`src/rtl/lif_neuron_cascade.sv`:
```
// Cascade of NUM_STAGES leaky integrate-and-fire neurons with leak, refractory hold and per-stage spike pulses.
// Optional last-stage spike counter is built only when LIF_SPIKE_COUNT_EN is defined.
module lif_neuron_cascade #(
  parameter int DATA_W      = 8,
  parameter int NUM_STAGES  = 2,
  parameter int LEAK_SHIFT  = 1,
  parameter int THRESHOLD   = 200,
  parameter int REFRACT_CYC = 4,
  parameter int WEIGHT      = 100
) (
  input  logic                  clk,
  input  logic                  rst,
  input  logic                  en,
  input  logic [DATA_W-1:0]     i_syn,
  output logic [DATA_W-1:0]     v_mem_out,
  output logic [NUM_STAGES-1:0] spike_out,
  output logic [15:0]           spike_cnt
);

  localparam int                SUM_W    = DATA_W + 1;
  localparam logic [SUM_W-1:0]  V_MAX    = {1'b0, {DATA_W{1'b1}}};
  localparam logic [SUM_W-1:0]  THR      = SUM_W'(THRESHOLD);
  // A threshold above the largest storable membrane value turns firing off entirely.
  localparam bit                FIRE_EN  = (THRESHOLD <= ((2 ** DATA_W) - 1));
  localparam logic [7:0]        REFRACT  = 8'(REFRACT_CYC);
  localparam logic [DATA_W-1:0] WEIGHT_V = DATA_W'(WEIGHT);

  logic [DATA_W-1:0]     v_q    [NUM_STAGES];
  logic [DATA_W-1:0]     v_d    [NUM_STAGES];
  logic [7:0]            r_q    [NUM_STAGES];
  logic [7:0]            r_d    [NUM_STAGES];
  logic [NUM_STAGES-1:0] spike_q;
  logic [NUM_STAGES-1:0] spike_d;
  logic [DATA_W-1:0]     in_w   [NUM_STAGES];
  logic [DATA_W-1:0]     leak_w [NUM_STAGES];
  logic [SUM_W-1:0]      sum_w  [NUM_STAGES];

  for (genvar k = 0; k < NUM_STAGES; k++) begin : g_stage
    if (k == 0) begin : g_first
      assign in_w[k] = i_syn;
    end else begin : g_next
      // Registered spike of the previous stage: one cycle of latency per stage.
      assign in_w[k] = spike_q[k-1] ? WEIGHT_V : '0;
    end
    assign leak_w[k] = v_q[k] - (v_q[k] >> LEAK_SHIFT);
    assign sum_w[k]  = {1'b0, leak_w[k]} + {1'b0, in_w[k]};
  end

  always_comb begin
    for (int k = 0; k < NUM_STAGES; k++) begin
      v_d[k]     = v_q[k];
      r_d[k]     = r_q[k];
      spike_d[k] = 1'b0;
      if (en) begin
        if (r_q[k] != 8'd0) begin
          v_d[k] = '0;
          r_d[k] = r_q[k] - 8'd1;
        end else if (FIRE_EN && (sum_w[k] >= THR)) begin
          spike_d[k] = 1'b1;
          v_d[k]     = '0;
          r_d[k]     = REFRACT;
        end else if (sum_w[k] > V_MAX) begin
          v_d[k] = '1;
        end else begin
          v_d[k] = sum_w[k][DATA_W-1:0];
        end
      end
    end
  end

  always_ff @(posedge clk or posedge rst) begin
    if (rst) begin
      for (int k = 0; k < NUM_STAGES; k++) begin
        v_q[k] <= '0;
        r_q[k] <= '0;
      end
      spike_q <= '0;
    end else begin
      for (int k = 0; k < NUM_STAGES; k++) begin
        v_q[k] <= v_d[k];
        r_q[k] <= r_d[k];
      end
      spike_q <= spike_d;
    end
  end

  assign v_mem_out = v_q[NUM_STAGES-1];
  assign spike_out = spike_q;

`ifdef LIF_SPIKE_COUNT_EN
  logic [15:0] cnt_q;
  logic [15:0] cnt_d;

  always_comb begin
    cnt_d = cnt_q;
    if (spike_d[NUM_STAGES-1] && (cnt_q != 16'hFFFF)) begin
      cnt_d = cnt_q + 16'd1;
    end
  end

  always_ff @(posedge clk or posedge rst) begin
    if (rst) begin
      cnt_q <= '0;
    end else begin
      cnt_q <= cnt_d;
    end
  end

  assign spike_cnt = cnt_q;
`else
  assign spike_cnt = 16'h0000;
`endif

endmodule
```
`config.mk`:
```
export PLATFORM = sky130hd
export DESIGN_NAME = lif_neuron_cascade
export DESIGN_NICKNAME = d
export VERILOG_FILES = /design/src/rtl/lif_neuron_cascade.sv
export SDC_FILE = /design/constraint.sdc
export NUM_CORES = 1
export LEC_CHECK = 0
export BUFFER_PORTS_ARGS = -buffer_cell sky130_fd_sc_hd__buf_4
export CAP_MARGIN = 20
export CELL_PAD_IN_SITES_DETAIL_PLACEMENT = 0
export CELL_PAD_IN_SITES_GLOBAL_PLACEMENT = 1
export CORE_MARGIN = 3
export CORE_UTILIZATION = 30
export CTS_CLUSTER_SIZE = 28
export DETAILED_ROUTE_END_ITERATION = 10
export PLACE_DENSITY = 0.6
export SLEW_MARGIN = 15
export SYNTH_ARGS = -nofsm -noshare
export SYNTH_HDL_FRONTEND = slang
export SYNTH_SLANG_ARGS = --single-unit
```
`constraint.sdc`:
```
create_clock -name clk -period 9.2 [get_ports clk]
set_input_delay 0.46 -clock clk [delete_from_list [all_inputs] [get_ports clk]]
set_output_delay 0.46 -clock clk [all_outputs]
set_load 0.02 [all_outputs]
```
* After elaboration in Yosys (flattened, before gate mapping)
Index checks and enable logic that the tools add are counted.
** Cells by class
- Order comparisons :: 4
- Mux-type cells :: 17
- Reductions and logical operators :: 6
- Add/sub/neg operators :: 6
** Operator list (number)
- two-way mux 8 bit :: 10
- greater-or-equal comparator 9 x 8 -> 1 bit, second input constant :: 2
- greater-than comparator 9 x 8 -> 1 bit, second input constant :: 2
- nonzero test 8 bit :: 2
- subtractor 8 x 1 -> 8 bit, second input constant :: 2
- subtractor 8 x 7 -> 8 bit :: 2
- adder 8 x 7 -> 9 bit :: 1
- adder 8 x 8 -> 9 bit :: 1
- two-way mux 7 bit :: 1
- two-way mux 1 bit :: 6
- AND reduction 2 bit :: 2
- nonzero test 2 bit :: 2
** Storage, ports and cells
- Bits in registers :: 34
- Output and inout bits :: 26
- Input bits :: 11

* Depth between registers and ports, before layout
Gate-level depths: netlist of run 1.
- Word-level depth :: 6
- Depth in mapped cells :: 18

* Worst setup path after synthesis of run 1
No wires, ideal clock.
- Kind :: reg-to-reg
- Start :: register v_q[9] (netlist name)
- End :: register r_q[8] (netlist name)
- Data arrival time :: 3.311 ns
- Stages on the path, launching flop included :: 17
- Period minus slack after synthesis :: 3.435 ns
- Slack :: 5.765 ns
- Setup time :: 0.124 ns
- Path through :: dfrtp_1 > ha_1 > fa_1 > nor2b_1 > o21ai_0 > nand2b_1 > a21o_1 > a21oi_1 > xnor2_1 > ha_1 > or4_1 > o22ai_1 > nand2_1 > o31ai_2 > a2111oi_2 > buf_6 > a211o_1
** On the way
- Word-level cells in the longest chain between the ends :: 5
** RTL lines
- start: declaration :: line 28 : logic [DATA_W-1:0] v_q [NUM_STAGES];
- start signal: indexed assignment :: line 80 : v_q[k] <= v_d[k];
- subtractor 8 x 7 -> 8 bit :: line 45 : assign leak_w[k] = v_q[k] - (v_q[k] >> LEAK_SHIFT);
- adder 8 x 8 -> 9 bit :: line 46 : assign sum_w[k] = {1'b0, leak_w[k]} + {1'b0, in_w[k]};
- greater-or-equal comparator 9 x 8 -> 1 bit :: line 58 : end else if (FIRE_EN && (sum_w[k] >= THR)) begin
- nonzero test 2 bit (no source line)
- AND reduction 2 bit (no source line)
- end signal: indexed assignment :: line 81 : r_q[k] <= r_d[k];
- end: declaration :: line 30 : logic [7:0] r_q [NUM_STAGES];
No other way between the ends.
A chain may end at the register's enable or synchronous reset.

* Worst setup path after layout of run 1
- Start :: register v_q[10] (netlist name)
- End :: register r_q[10] (netlist name)
Same word-level chain as after synthesis.

==> run_summary.xml, run 1 <==
<?xml version="1.0" encoding="UTF-8"?>
<metrics>
  <group name="sta">
    <metric name="period_share" unit="%">42.3</metric>
    <metric name="setup_viol_count_final" unit="">0</metric>
    <metric name="slew_violations" unit="">0</metric>
    <metric name="worstMarginPinSlew" unit="ns">0.705</metric>
    <metric name="finalSetupTns" unit="ns">0</metric>
    <metric name="worst_hold_slack" unit="ns">0.264</metric>
    <metric name="rsz_0062_raised_after_global_routing" unit="">no</metric>
    <metric name="max_slew_margin" unit="%">53.0</metric>
    <metric name="finalHoldViolCount" unit="">0</metric>
    <metric name="maxClockFrequency" unit="MHz">257</metric>
    <metric name="finalClockSkew" unit="ns">0.00674</metric>
    <metric name="min_period" unit="ns">3.89</metric>
  </group>
  <group name="floorplanning">
    <metric name="io-pin-count" unit="">37</metric>
    <metric name="die_area" unit="mm²">0.0110</metric>
    <metric name="die-width" unit="µm">105</metric>
    <metric name="die_height" unit="µm">105</metric>
    <metric name="start_util" unit="%">31.4</metric>
    <metric name="coreArea" unit="mm²">0.00937</metric>
    <metric name="rows" unit="">35</metric>
  </group>
  <group name="synth">
    <metric name="synth.yosys.warnings" unit="">0</metric>
    <metric name="post_synth_num_cell_types" unit="">62</metric>
    <metric name="post_synth_instance_area" unit="mm²">0.00294</metric>
    <metric name="ys.flop_type" unit="">sky130_fd_sc_hd__dfrtp_1</metric>
    <metric name="synth_cells" unit="">337</metric>
    <metric name="postSynthAreaPerCell" unit="µm²">8.72</metric>
    <metric name="synth-async-reset-ratio" unit="%">100</metric>
    <metric name="synth_area_leaders" unit="">sky130_fd_sc_hd__dfrtp_1 (29%), sky130_fd_sc_hd__ha_1 (12%), sky130_fd_sc_hd__buf_4 (6.1%)</metric>
    <metric name="post_synth_edffs" unit="">0</metric>
    <metric name="fraction_of_the_yosys_area_taken_by_sequential_cells" unit="%">28.9</metric>
    <metric name="synth_seq_cells" unit="">34</metric>
    <metric name="yosysTopAreaCell" unit="">sky130_fd_sc_hd__dfrtp_1</metric>
    <metric name="synth.top_cell.area_share" unit="%">28.9</metric>
  </group>
  <group name="global_routing">
    <metric name="number_of_antenna_violations_at_the_first_check_in_global_routing" unit="">0</metric>
    <metric name="grt_start_max_net_pins" unit="">35</metric>
    <metric name="gr-usage-all-layers" unit="%">11.6</metric>
    <metric name="grt_pass1_vias" unit="">2196</metric>
    <metric name="overflow" unit="">0</metric>
    <metric name="first_pass_grt_wire_length" unit="mm">10.4</metric>
  </group>
  <group name="clocking">
    <metric name="cts_root_buf" unit="">sky130_fd_sc_hd__clkbuf_8</metric>
    <metric name="cts_max_path_buffers" unit="">2</metric>
    <metric name="cts.htree.levels" unit="">2</metric>
    <metric name="hold_buffers" unit="">0</metric>
    <metric name="clk_transition_reported_paths" unit="ns">0.07</metric>
    <metric name="tritoncts_clock_tree" unit="">yes</metric>
    <metric name="post_cts.resized_instances" unit="">0</metric>
    <metric name="post-cts-setup-buffers" unit="">0</metric>
    <metric name="cts_made_buffers" unit="">5</metric>
    <metric name="clock-sinks" unit="">34</metric>
    <metric name="clock_insertion_delay_worst_skew" unit="ns">0.29</metric>
  </group>
  <group name="route">
    <metric name="routed_via_density" unit="">4.81</metric>
    <metric name="average_detailed_routed_wire_length_per_instance" unit="µm">12.8</metric>
    <metric name="finalWirelength" unit="mm">6.10</metric>
    <metric name="via_count" unit="">2297</metric>
    <metric name="final_antenna_net_count" unit="">0</metric>
    <metric name="post-route-drc-count" unit="">0</metric>
    <metric name="drt-initial-drc-count" unit="">83</metric>
    <metric name="detailedRoute.firstPassIterationCount" unit="">4</metric>
  </group>
  <group name="final_layout">
    <metric name="fin_nets" unit="">390</metric>
    <metric name="area_delta_synth_final" unit="%">8.72</metric>
    <metric name="antenna_cells_inserted" unit="">0</metric>
    <metric name="drive_above_1_share" unit="%">14.6</metric>
    <metric name="fill_cell_total_of_the_finished_layout" unit="">1016</metric>
  </group>
  <group name="worst_hold_path">
    <metric name="holdCritPathClass" unit="">in2async</metric>
  </group>
  <group name="placed_design">
    <metric name="io_buffer_count" unit="">20</metric>
    <metric name="place.detailed.hpwl" unit="mm">4.65</metric>
    <metric name="globalplace.congestion" unit="">0.787</metric>
  </group>
  <group name="critical_path">
    <metric name="rr_worst_depth" unit="">14</metric>
    <metric name="r2r-end" unit="">r_q[10]$_DFFE_PP0P_</metric>
    <metric name="worst_r2r_startpoint" unit="">v_q[10]$_DFFE_PP0P_</metric>
    <metric name="worst_setup_path_type" unit="">reg2reg</metric>
    <metric name="cp_data_required_time" unit="ns">9.34</metric>
    <metric name="crit_fanout" unit="">11</metric>
    <metric name="crit_arrival" unit="ns">4.03</metric>
    <metric name="timing.critical_path.to_type" unit="">flip-flop</metric>
    <metric name="regToRegSetupSlack" unit="ns">5.31</metric>
    <metric name="worstSetupStartpointType" unit="">flip-flop</metric>
  </group>
  <group name="run">
    <metric name="drv.max_cap_violation_count" unit="">0</metric>
  </group>
  <group name="power">
    <metric name="powerDensity" unit="mW/mm²">186</metric>
    <metric name="power.static_leakage" unit="nW">1.42</metric>
    <metric name="largest_voltage_drop_on_the_vdd_net" unit="V">0.000126</metric>
  </group>
  <group name="status">
    <metric name="outcome" unit="">finished, final reports clean</metric>
  </group>
</metrics>
## cell type report
cell class	count	area, µm²	share of cell area [%]
tap	129	161	5.05
multi-input combinational	257	1820	57.0
inverter	28	105	3.29
clock inverter	1	5.00	0.157
timing repair buffer	22	165	5.17
sequential	34	851	26.6
clock buffer	7	86.3	2.70
## flip-flops by register name (all words and copies together), names as in the netlist
signal / flops
r_q: 16
v_q: 8
v_mem_out: 8
spike_out: 2
## cells in the mapped netlist, types with 6 or more instances
| cell | instances |
|---|---|
| sky130_fd_sc_hd__nor3_1 | 15 |
| sky130_fd_sc_hd__nor2_1 | 27 |
| sky130_fd_sc_hd__clkbuf_1 | 6 |
| sky130_fd_sc_hd__a21o_1 | 8 |
| sky130_fd_sc_hd__or3_1 | 6 |
| sky130_fd_sc_hd__xnor2_1 | 14 |
| sky130_fd_sc_hd__buf_4 | 24 |
| sky130_fd_sc_hd__a21oi_1 | 13 |
| sky130_fd_sc_hd__inv_1 | 27 |
| sky130_fd_sc_hd__o22ai_1 | 7 |
| sky130_fd_sc_hd__dfrtp_1 | 34 |
| sky130_fd_sc_hd__ha_1 | 28 |
| sky130_fd_sc_hd__nand2_1 | 21 |
| sky130_fd_sc_hd__o21ai_0 | 16 |
## cell usage in the layout (no fill, tap or decap), drive strengths merged, types with 8 or more instances in the layout
| master | instances |
|---|---|
| dfrtp | 34 |
| ha | 28 |
| nor2 | 28 |
| inv | 27 |
| buf | 22 |
| nand2 | 21 |
| o21ai | 17 |
| conb | 16 |
| nor3 | 16 |
| xnor2 | 15 |
| a21oi | 14 |
| a21o | 8 |
| or3 | 8 |
## routing by layer
layer	GRT usage (%)	vias to the layer above	part of all wire, %
met3	2.22	9	3.1
met2	18.1	34	44
li1	-	1175	-
met4	4.59	0	1.9
met1	15.8	1079	51
met5	0	-	0
## critical path, stage by stage, from the launching register on
cell and delay [ns]:
sky130_fd_sc_hd__dfrtp_1 0.42, sky130_fd_sc_hd__inv_1 0.06, sky130_fd_sc_hd__ha_1 0.26, sky130_fd_sc_hd__nor2b_1 0.12
sky130_fd_sc_hd__o21ai_0 0.16, sky130_fd_sc_hd__nand2b_1 0.11, sky130_fd_sc_hd__a21o_1 0.19, sky130_fd_sc_hd__a21oi_1 0.20
sky130_fd_sc_hd__xnor2_1 0.16, sky130_fd_sc_hd__ha_1 0.33, sky130_fd_sc_hd__or4_1 0.52, sky130_fd_sc_hd__a31oi_1 0.23
sky130_fd_sc_hd__nor2_1 0.13, sky130_fd_sc_hd__a2111oi_4 0.66, sky130_fd_sc_hd__o21ai_0 0.19
## report_power, final
part	internal [mW]	leakage (nW)	switching [mW]
Sequential	0.183	0.448	0.0319
Clock	0.0604	0.0482	0.0569
Combinational	0.122	0.921	0.142
Total	0.365	1.42	0.231
## stage by stage
| stage | instances | instance area (µm²) | setup WS, ns | util (%) | total power [mW] |
|---|---|---|---|---|---|
| 6_report | 478 | 3200 | 5.31 | 34.1 | 0.596 |
| 5_1_grt | 478 | 3200 | 4.95 | 34.1 | 0.648 |
| 4_1_cts | 478 | 3180 | 4.94 | 34.0 | 0.599 |
| 3_5_place_dp | 470 | 3090 | 4.95 | 33.0 | 0.480 |
| 3_3_place_gp | 470 | 3090 | 5.04 | 33.0 | 0.477 |
| 2_1_floorplan | 352 | 3000 | 5.77 | - | 0.434 |
## worst max-delay path by stage
stage / end / startpoint / depth (start not counted)
detailed placement: r_q[10]$_DFFE_PP0P_ / v_q[10]$_DFFE_PP0P_ / 14
CTS: r_q[10]$_DFFE_PP0P_ / v_q[10]$_DFFE_PP0P_ / 14
global route: r_q[10]$_DFFE_PP0P_ / v_q[10]$_DFFE_PP0P_ / 14
finish: r_q[10]$_DFFE_PP0P_ / v_q[10]$_DFFE_PP0P_ / 14
global placement: r_q[10]$_DFFE_PP0P_ / v_q[10]$_DFFE_PP0P_ / 14
floorplan: r_q[8]$_DFFE_PP0P_ / v_q[9]$_DFFE_PP0P_ / 16
## cell families after synthesis
kind of cell	share of synthesized area, %
and+or+nand+nor	19.6
AOI/OAI and AO/OA	19.0
buffers and inverters	11.4
DFF	28.9
adders and majority gates	14.0
xor gates and xnor gates	5.92
muxes	1.11
other	0.128
Power figures use the tool's default switching activity.
==> run 2, diff against run 1 <==
--- a/config.mk
+++ b/config.mk
@@ -13,7 +13,7 @@
 export CORE_UTILIZATION = 30
 export CTS_CLUSTER_SIZE = 28
 export DETAILED_ROUTE_END_ITERATION = 10
-export PLACE_DENSITY = 0.6
+export PLACE_DENSITY = 0.62
 export SLEW_MARGIN = 15
 export SYNTH_ARGS = -nofsm -noshare
 export SYNTH_HDL_FRONTEND = slang
==> constraint.sdc (replaced) <==
create_clock -name clk -period 3.4 [get_ports clk]
set_input_delay 0.17 -clock clk [delete_from_list [all_inputs] [get_ports clk]]
set_output_delay 0.17 -clock clk [all_outputs]
set_load 0.02 [all_outputs]
==> run 2 against run 1 <==
The run now ends with hold timing, setup timing left. Clock skew grew 0.0021 ns. Combinational power grew to 3.8 times the previous value. Sequential power grew to 2.7 times the previous value. Core utilization grew 4.8 points. Non-clock buffer count grew 33. Critical path depth grew 1. Clock power grew to 2.8 times the previous value. Largest cell class unchanged.
==> run_summary.xml, run 2 (synthesis results as in run 1) <==
<?xml version="1.0" encoding="UTF-8"?>
<metrics>
  <group name="worst_hold_path">
    <metric name="holdCritPathClass" unit="">in2async</metric>
  </group>
  <group name="power">
    <metric name="fin_total_pwr" unit="mW">1.91</metric>
    <metric name="power.static_leakage" unit="nW">1.63</metric>
    <metric name="largest_voltage_drop_on_the_vdd_net" unit="V">0.000288</metric>
    <metric name="powerDensity" unit="mW/mm²">523</metric>
  </group>
  <group name="route">
    <metric name="average_detailed_routed_wire_length_per_instance" unit="µm">13.4</metric>
    <metric name="via_count" unit="">2415</metric>
    <metric name="detailedRoute.firstPassIterationCount" unit="">6</metric>
    <metric name="final_antenna_net_count" unit="">0</metric>
    <metric name="routed_via_density" unit="">4.73</metric>
    <metric name="drt-initial-drc-count" unit="">55</metric>
    <metric name="post-route-drc-count" unit="">0</metric>
    <metric name="finalWirelength" unit="mm">6.83</metric>
  </group>
  <group name="global_routing">
    <metric name="grt_pass1_vias" unit="">2429</metric>
    <metric name="grt_start_max_net_pins" unit="">35</metric>
    <metric name="first_pass_grt_wire_length" unit="mm">11.4</metric>
    <metric name="number_of_antenna_violations_at_the_first_check_in_global_routing" unit="">0</metric>
    <metric name="overflow" unit="">0</metric>
    <metric name="gr-usage-all-layers" unit="%">12.4</metric>
  </group>
  <group name="critical_path">
    <metric name="cp_slowest_cell" unit="">sky130_fd_sc_hd__dfrtp_2</metric>
    <metric name="crit_fanout" unit="">5</metric>
    <metric name="worstPathCellList" unit="">ha_1, nor2b_4, o21ai_2, nand2b_1, a21o_1, a21oi_2, xnor2_1, ha_1, o21a_1, o31a_1, or3_4, o31ai_4, a2111oi_4, buf_4, a211o_2</metric>
    <metric name="worstSetupStartpointType" unit="">flip-flop</metric>
    <metric name="worst_r2r_startpoint" unit="">v_q[9]$_DFFE_PP0P_</metric>
    <metric name="timing.critical_path.to_type" unit="">flip-flop</metric>
    <metric name="cpMostUsedCell" unit="">sky130_fd_sc_hd__ha_1</metric>
    <metric name="worst_setup_path_type" unit="">reg2reg</metric>
    <metric name="worstPathBufferInverterCount" unit="">1</metric>
    <metric name="r2r-end" unit="">r_q[9]$_DFFE_PP0P_</metric>
    <metric name="regToRegSetupSlack" unit="ns">-0.15</metric>
    <metric name="rr_worst_depth" unit="">15</metric>
    <metric name="timing.critical_path.slowest_cell_delay" unit="ns">0.45</metric>
    <metric name="crit_arrival" unit="ns">3.73</metric>
    <metric name="top_family_by_delay_on_critical_path" unit="">compound AO/OA/AOI/OAI gates</metric>
    <metric name="cp_data_required_time" unit="ns">3.58</metric>
  </group>
  <group name="floorplanning">
    <metric name="io-pin-count" unit="">37</metric>
    <metric name="coreArea" unit="mm²">0.00937</metric>
    <metric name="die_area" unit="mm²">0.0110</metric>
    <metric name="rows" unit="">35</metric>
    <metric name="die_height" unit="µm">105</metric>
    <metric name="die-width" unit="µm">105</metric>
    <metric name="start_util" unit="%">31.4</metric>
  </group>
  <group name="status">
    <metric name="failing_checks" unit="">hold timing, setup timing</metric>
    <metric name="outcome" unit="">finished, violations left</metric>
  </group>
  <group name="final_layout">
    <metric name="largest_register_ffs" unit="">16</metric>
    <metric name="fin_nets" unit="">423</metric>
    <metric name="drive_above_1_share" unit="%">30.4</metric>
    <metric name="area_delta_synth_final" unit="%">24.0</metric>
    <metric name="layout_commonest_cell" unit="">sky130_fd_sc_hd__buf_4</metric>
    <metric name="antenna_cells_inserted" unit="">0</metric>
    <metric name="final-instance-count-excl-fill" unit="">511</metric>
    <metric name="max_flop_register" unit="">r_q</metric>
    <metric name="post_route_cell_area" unit="mm²">0.00365</metric>
    <metric name="layout.core_utilization" unit="%">38.9</metric>
    <metric name="most-common-layout-cells" unit="">sky130_fd_sc_hd__buf_4 (55), sky130_fd_sc_hd__dfrtp_1 (32), sky130_fd_sc_hd__inv_1 (27)</metric>
  </group>
  <group name="clocking">
    <metric name="cts.htree.levels" unit="">2</metric>
    <metric name="clk_transition_reported_paths" unit="ns">0.08</metric>
    <metric name="cts_max_path_buffers" unit="">2</metric>
    <metric name="hold_buffers" unit="">0</metric>
    <metric name="cts_root_buf" unit="">sky130_fd_sc_hd__clkbuf_8</metric>
    <metric name="cts_made_buffers" unit="">5</metric>
    <metric name="clock_insertion_delay_worst_skew" unit="ns">0.29</metric>
    <metric name="tritoncts_clock_tree" unit="">yes</metric>
    <metric name="clock-sinks" unit="">34</metric>
  </group>
  <group name="placed_design">
    <metric name="place.detailed.hpwl" unit="mm">4.97</metric>
    <metric name="dpl_cell_area" unit="mm²">0.00333</metric>
    <metric name="placed_cells" unit="">498</metric>
    <metric name="globalplace.congestion" unit="">0.785</metric>
    <metric name="io_buffer_count" unit="">20</metric>
  </group>
  <group name="sta">
    <metric name="slew_violations" unit="">0</metric>
    <metric name="period_share" unit="%">104</metric>
    <metric name="min_period" unit="ns">3.55</metric>
    <metric name="finalClockSkew" unit="ns">0.00887</metric>
    <metric name="finalHoldViolCount" unit="">34</metric>
    <metric name="rsz_0062_raised_after_global_routing" unit="">yes</metric>
    <metric name="setup_viol_count_final" unit="">12</metric>
    <metric name="worst_hold_slack" unit="ns">-0.0201</metric>
    <metric name="worstMarginPinSlew" unit="ns">0.601</metric>
    <metric name="maxClockFrequency" unit="MHz">282</metric>
    <metric name="max_slew_margin" unit="%">59.7</metric>
    <metric name="finalSetupTns" unit="ns">-1.42</metric>
    <metric name="final_critical_path_setup_slack" unit="ns">-0.152</metric>
  </group>
  <group name="run">
    <metric name="drv.max_cap_violation_count" unit="">0</metric>
  </group>
</metrics>
-- run 2: cell count changes in the layout (fill, tap and decap cells not counted), sizes merged --
| cell | delta |
|---|---|
| buf | +33 |
| clkinvlp | +1 |
| clkbuf | -1 |
-- run 2: power by group --
part	switching (mW)	leakage (nW)	internal, mW
Combinational	0.489	1.13	0.503
Clock	0.169	0.0472	0.163
Sequential	0.0882	0.444	0.495
-- run 2: cell type report --
type / count / area [µm²]
Fill cell: 983 / 5730
Tap cell: 129 / 161
Clock buffer: 6 / 82.6
Multi-Input combinational cell: 257 / 2020
Clock inverter: 2 / 12.5
Timing Repair Buffer: 55 / 413
Sequential cell: 34 / 853
Inverter: 28 / 105
-- run 2: layer usage --
layer	up-vias	track usage [%]	part of all wire [%]	wire [µm]
li1	1238	-	-	-
met1	1130	16.4	47	3220
met2	39	20.7	49	3320
met3	8	2.22	2.7	186
met4	0	3.94	1.5	104
met5	-	0	0	0
-- run 2: repair_timing --
item                                    4_1_cts  5_1_grt
gates cloned                                  1        0
pin swaps                                     4       12
endpoints found under the setup margin       13       23
buffers inserted                              2        2
gates resized for setup                      17       29
-- run 2: worst max path at each step --
stage	from	to	slack [ns]	cells after the start
floorplan	v_q[10]$_DFFE_PP0P_	r_q[8]$_DFFE_PP0P_	0.01	16
global placement	v_q[9]$_DFFE_PP0P_	r_q[9]$_DFFE_PP0P_	-0.11	15
detailed placement	v_q[9]$_DFFE_PP0P_	r_q[9]$_DFFE_PP0P_	-0.23	15
CTS	v_q[9]$_DFFE_PP0P_	r_q[9]$_DFFE_PP0P_	-0.13	16
global route	v_q[9]$_DFFE_PP0P_	r_q[9]$_DFFE_PP0P_	-0.33	15
finish	v_q[9]$_DFFE_PP0P_	r_q[9]$_DFFE_PP0P_	-0.15	15
-- run 2: tightest hold or removal path: cells and delay by family --
family / cells / cell delay, ns
buffers and inverters: 3 / 0.54
-- run 2: per-stage QoR --
stage,setup slack [ns],hold WS [ns]
floorplan,0.0148,0.312
global placement,-0.110,0.322
detailed placement,-0.225,0.324
CTS,-0.133,0.000237
global route,-0.327,0.0222
finish,-0.152,-0.0201
==> run 3, diff against run 2 <==
--- a/config.mk
+++ b/config.mk
@@ -9,11 +9,12 @@
 export CAP_MARGIN = 20
 export CELL_PAD_IN_SITES_DETAIL_PLACEMENT = 0
 export CELL_PAD_IN_SITES_GLOBAL_PLACEMENT = 1
+export CORE_ASPECT_RATIO = 0.5
 export CORE_MARGIN = 3
-export CORE_UTILIZATION = 30
+export CORE_UTILIZATION = 35
 export CTS_CLUSTER_SIZE = 28
 export DETAILED_ROUTE_END_ITERATION = 10
-export PLACE_DENSITY = 0.62
+export PLACE_DENSITY = 0.7
 export SLEW_MARGIN = 15
 export SYNTH_ARGS = -nofsm -noshare
 export SYNTH_HDL_FRONTEND = slang
==> run 3 against run 2 <==
Critical path type unchanged. Register-to-register slack about the same. The flow finishes with violations (setup timing). Critical path depth unchanged. Hold slack improved by 0.29 ns. Global-route usage increased by 1.6 points. Die area decreased by 13%. Cell count decreased by 2.7%.
==> run_summary.xml, run 3 (synthesis results as in run 1) <==
<?xml version="1.0" encoding="UTF-8"?>
<metrics>
  <group name="floorplanning">
    <metric name="start_util" unit="%">38.0</metric>
    <metric name="rows" unit="">22</metric>
    <metric name="die_height" unit="µm">70.8</metric>
    <metric name="io-pin-count" unit="">37</metric>
    <metric name="die-width" unit="µm">136</metric>
    <metric name="coreArea" unit="mm²">0.00773</metric>
    <metric name="die_area" unit="mm²">0.00960</metric>
  </group>
  <group name="final_layout">
    <metric name="final-instance-count-excl-fill" unit="">497</metric>
    <metric name="layout_commonest_cell" unit="">sky130_fd_sc_hd__buf_4</metric>
    <metric name="max_flop_register" unit="">r_q</metric>
    <metric name="layout.core_utilization" unit="%">48.9</metric>
    <metric name="area_delta_synth_final" unit="%">28.7</metric>
    <metric name="drive_above_1_share" unit="%">31.6</metric>
    <metric name="fin_nets" unit="">430</metric>
    <metric name="antenna_cells_inserted" unit="">0</metric>
    <metric name="register_area" unit="µm²">852</metric>
    <metric name="post_route_cell_area" unit="mm²">0.00378</metric>
    <metric name="most-common-layout-cells" unit="">sky130_fd_sc_hd__buf_4 (57), sky130_fd_sc_hd__dfrtp_1 (33), sky130_fd_sc_hd__inv_1 (26)</metric>
    <metric name="largest_register_ffs" unit="">16</metric>
    <metric name="fill_cell_total_of_the_finished_layout" unit="">734</metric>
    <metric name="multi_input_area" unit="mm²">0.00205</metric>
  </group>
  <group name="critical_path">
    <metric name="worstSetupStartpointType" unit="">flip-flop</metric>
    <metric name="cpMostUsedCell" unit="">sky130_fd_sc_hd__ha_1</metric>
    <metric name="worstPathBufferInverterCount" unit="">1</metric>
    <metric name="cp_data_required_time" unit="ns">3.55</metric>
    <metric name="rr_worst_depth" unit="">15</metric>
    <metric name="crit_fanout" unit="">5</metric>
    <metric name="timing.critical_path.to_type" unit="">flip-flop</metric>
    <metric name="worst_setup_path_type" unit="">reg2reg</metric>
    <metric name="timing.critical_path.depth" unit="">15</metric>
    <metric name="timing.critical_path.slowest_cell_delay" unit="ns">0.44</metric>
    <metric name="cp_slowest_cell" unit="">sky130_fd_sc_hd__dfrtp_2</metric>
    <metric name="top_family_by_delay_on_critical_path" unit="">compound AO/OA/AOI/OAI gates</metric>
    <metric name="crit_arrival" unit="ns">3.70</metric>
    <metric name="worstPathCellList" unit="">ha_1, nor2b_4, o21ai_2, nand2b_1, a21o_1, a21oi_2, xnor2_2, ha_1, o21a_1, o31a_1, or3_4, o31ai_4, a2111oi_4, buf_4, a211o_2</metric>
  </group>
  <group name="clocking">
    <metric name="clk_transition_reported_paths" unit="ns">0.05</metric>
    <metric name="cts_max_path_buffers" unit="">2</metric>
    <metric name="cts.htree.levels" unit="">2</metric>
    <metric name="clock-sinks" unit="">34</metric>
    <metric name="tritoncts_clock_tree" unit="">yes</metric>
    <metric name="cts_made_buffers" unit="">5</metric>
    <metric name="cts_root_buf" unit="">sky130_fd_sc_hd__clkbuf_16</metric>
    <metric name="clock_insertion_delay_worst_skew" unit="ns">0.27</metric>
  </group>
  <group name="power">
    <metric name="fin_total_pwr" unit="mW">2.03</metric>
    <metric name="power.static_leakage" unit="nW">1.74</metric>
    <metric name="largest_voltage_drop_on_the_vdd_net" unit="V">0.000224</metric>
    <metric name="powerDensity" unit="mW/mm²">535</metric>
  </group>
  <group name="route">
    <metric name="average_detailed_routed_wire_length_per_instance" unit="µm">13.4</metric>
    <metric name="post-route-drc-count" unit="">0</metric>
    <metric name="detailedRoute.firstPassIterationCount" unit="">4</metric>
    <metric name="drt-initial-drc-count" unit="">98</metric>
    <metric name="routed_via_density" unit="">5.06</metric>
    <metric name="via_count" unit="">2513</metric>
    <metric name="finalWirelength" unit="mm">6.68</metric>
    <metric name="final_antenna_net_count" unit="">0</metric>
  </group>
  <group name="sta">
    <metric name="slew_violations" unit="">0</metric>
    <metric name="finalSetupTns" unit="ns">-1.21</metric>
    <metric name="worst_hold_slack" unit="ns">0.266</metric>
    <metric name="period_share" unit="%">104</metric>
    <metric name="max_slew_margin" unit="%">49.8</metric>
    <metric name="finalHoldViolCount" unit="">0</metric>
    <metric name="min_period" unit="ns">3.55</metric>
    <metric name="setup_viol_count_final" unit="">11</metric>
    <metric name="maxClockFrequency" unit="MHz">282</metric>
    <metric name="final_critical_path_setup_slack" unit="ns">-0.145</metric>
    <metric name="rsz_0062_raised_after_global_routing" unit="">yes</metric>
    <metric name="worstMarginPinSlew" unit="ns">0.748</metric>
    <metric name="finalClockSkew" unit="ns">0.00287</metric>
  </group>
  <group name="placed_design">
    <metric name="globalplace.congestion" unit="">0.807</metric>
    <metric name="placement.setup.worst_slack" unit="ns">-0.261</metric>
    <metric name="dpl_cell_area" unit="mm²">0.00331</metric>
    <metric name="io_buffer_count" unit="">20</metric>
    <metric name="placed_cells" unit="">476</metric>
    <metric name="place.detailed.hpwl" unit="mm">4.95</metric>
  </group>
  <group name="run">
    <metric name="drv.max_cap_violation_count" unit="">0</metric>
  </group>
  <group name="worst_hold_path">
    <metric name="timing.hold.worst_path_depth" unit="">3</metric>
    <metric name="holdCritPathClass" unit="">in2reg</metric>
  </group>
  <group name="global_routing">
    <metric name="overflow" unit="">0</metric>
    <metric name="gr-usage-all-layers" unit="%">14.0</metric>
    <metric name="grt_pass1_vias" unit="">2384</metric>
    <metric name="number_of_antenna_violations_at_the_first_check_in_global_routing" unit="">0</metric>
    <metric name="grt_start_max_net_pins" unit="">31</metric>
    <metric name="first_pass_grt_wire_length" unit="mm">11.2</metric>
  </group>
  <group name="status">
    <metric name="failing_checks" unit="">setup timing</metric>
    <metric name="outcome" unit="">finished, violations left</metric>
  </group>
</metrics>
==> run 3: cell count changes in the layout (fill, tap and decap cells not counted), sizes merged <==
cell	previous run	this run
buf	55	61
clkbuf	6	7
clkinvlp	1	0
dlygate4sd3	0	1
==> run 3: layout make-up <==
type	count	area share [%]
clock inverter	1	0.132
tap	108	3.57
clock buffer	7	3.77
inverter	28	2.78
sequential	34	22.5
timing repair buffer	62	13.0
multi-input combinational	257	54.2
==> run 3: final timing paths <==
| check | slack (ns) | from | endpoint |
|---|---|---|---|
| max | -0.15 | v_q[9]$_DFFE_PP0P_ | r_q[9]$_DFFE_PP0P_ |
| min | 0.27 | i_syn[0] | v_q[8]$_DFFE_PP0P_ |
| max reg2reg | -0.15 | v_q[9]$_DFFE_PP0P_ | r_q[9]$_DFFE_PP0P_ |
| min reg2reg | 0.50 | r_q[12]$_DFFE_PP0P_ | r_q[12]$_DFFE_PP0P_ |
| max in group asynchronous | 2.27 | rst | v_q[9]$_DFFE_PP0P_ |
| min in group asynchronous | 0.44 | rst | r_q[5]$_DFFE_PP0P_ |
==> run 3: tightest hold or removal path, delay by kind of cell <==
family                     cells  cell delay [ns]
AOI/OAI and AO/OA              1             0.14
adders and majority gates      1             0.12
buffers and inverters          1             0.08
==> run 3: report_power, final <==
group | total [mW] | switching (mW) | leakage [nW] | internal, mW
logic | 0.993 | 0.484 | 1.22 | 0.509
clock network | 0.451 | 0.160 | 0.0739 | 0.290
registers | 0.583 | 0.0870 | 0.446 | 0.496
==> run 3: what timing repair did <==
item	CTS	global route
buffers inserted	4	7
setup endpoints to repair	11	24
resized for setup	18	36
hold endpoints to repair	9	0
hold buffers	1	0
gates cloned	1	0
pin swaps	8	22
==> run 3: layer usage <==
metal,track usage [%],routed length (µm)
met3,2.63,259
met5,0,0
met1,19.1,3170
met2,23.4,3210
met4,3.24,34
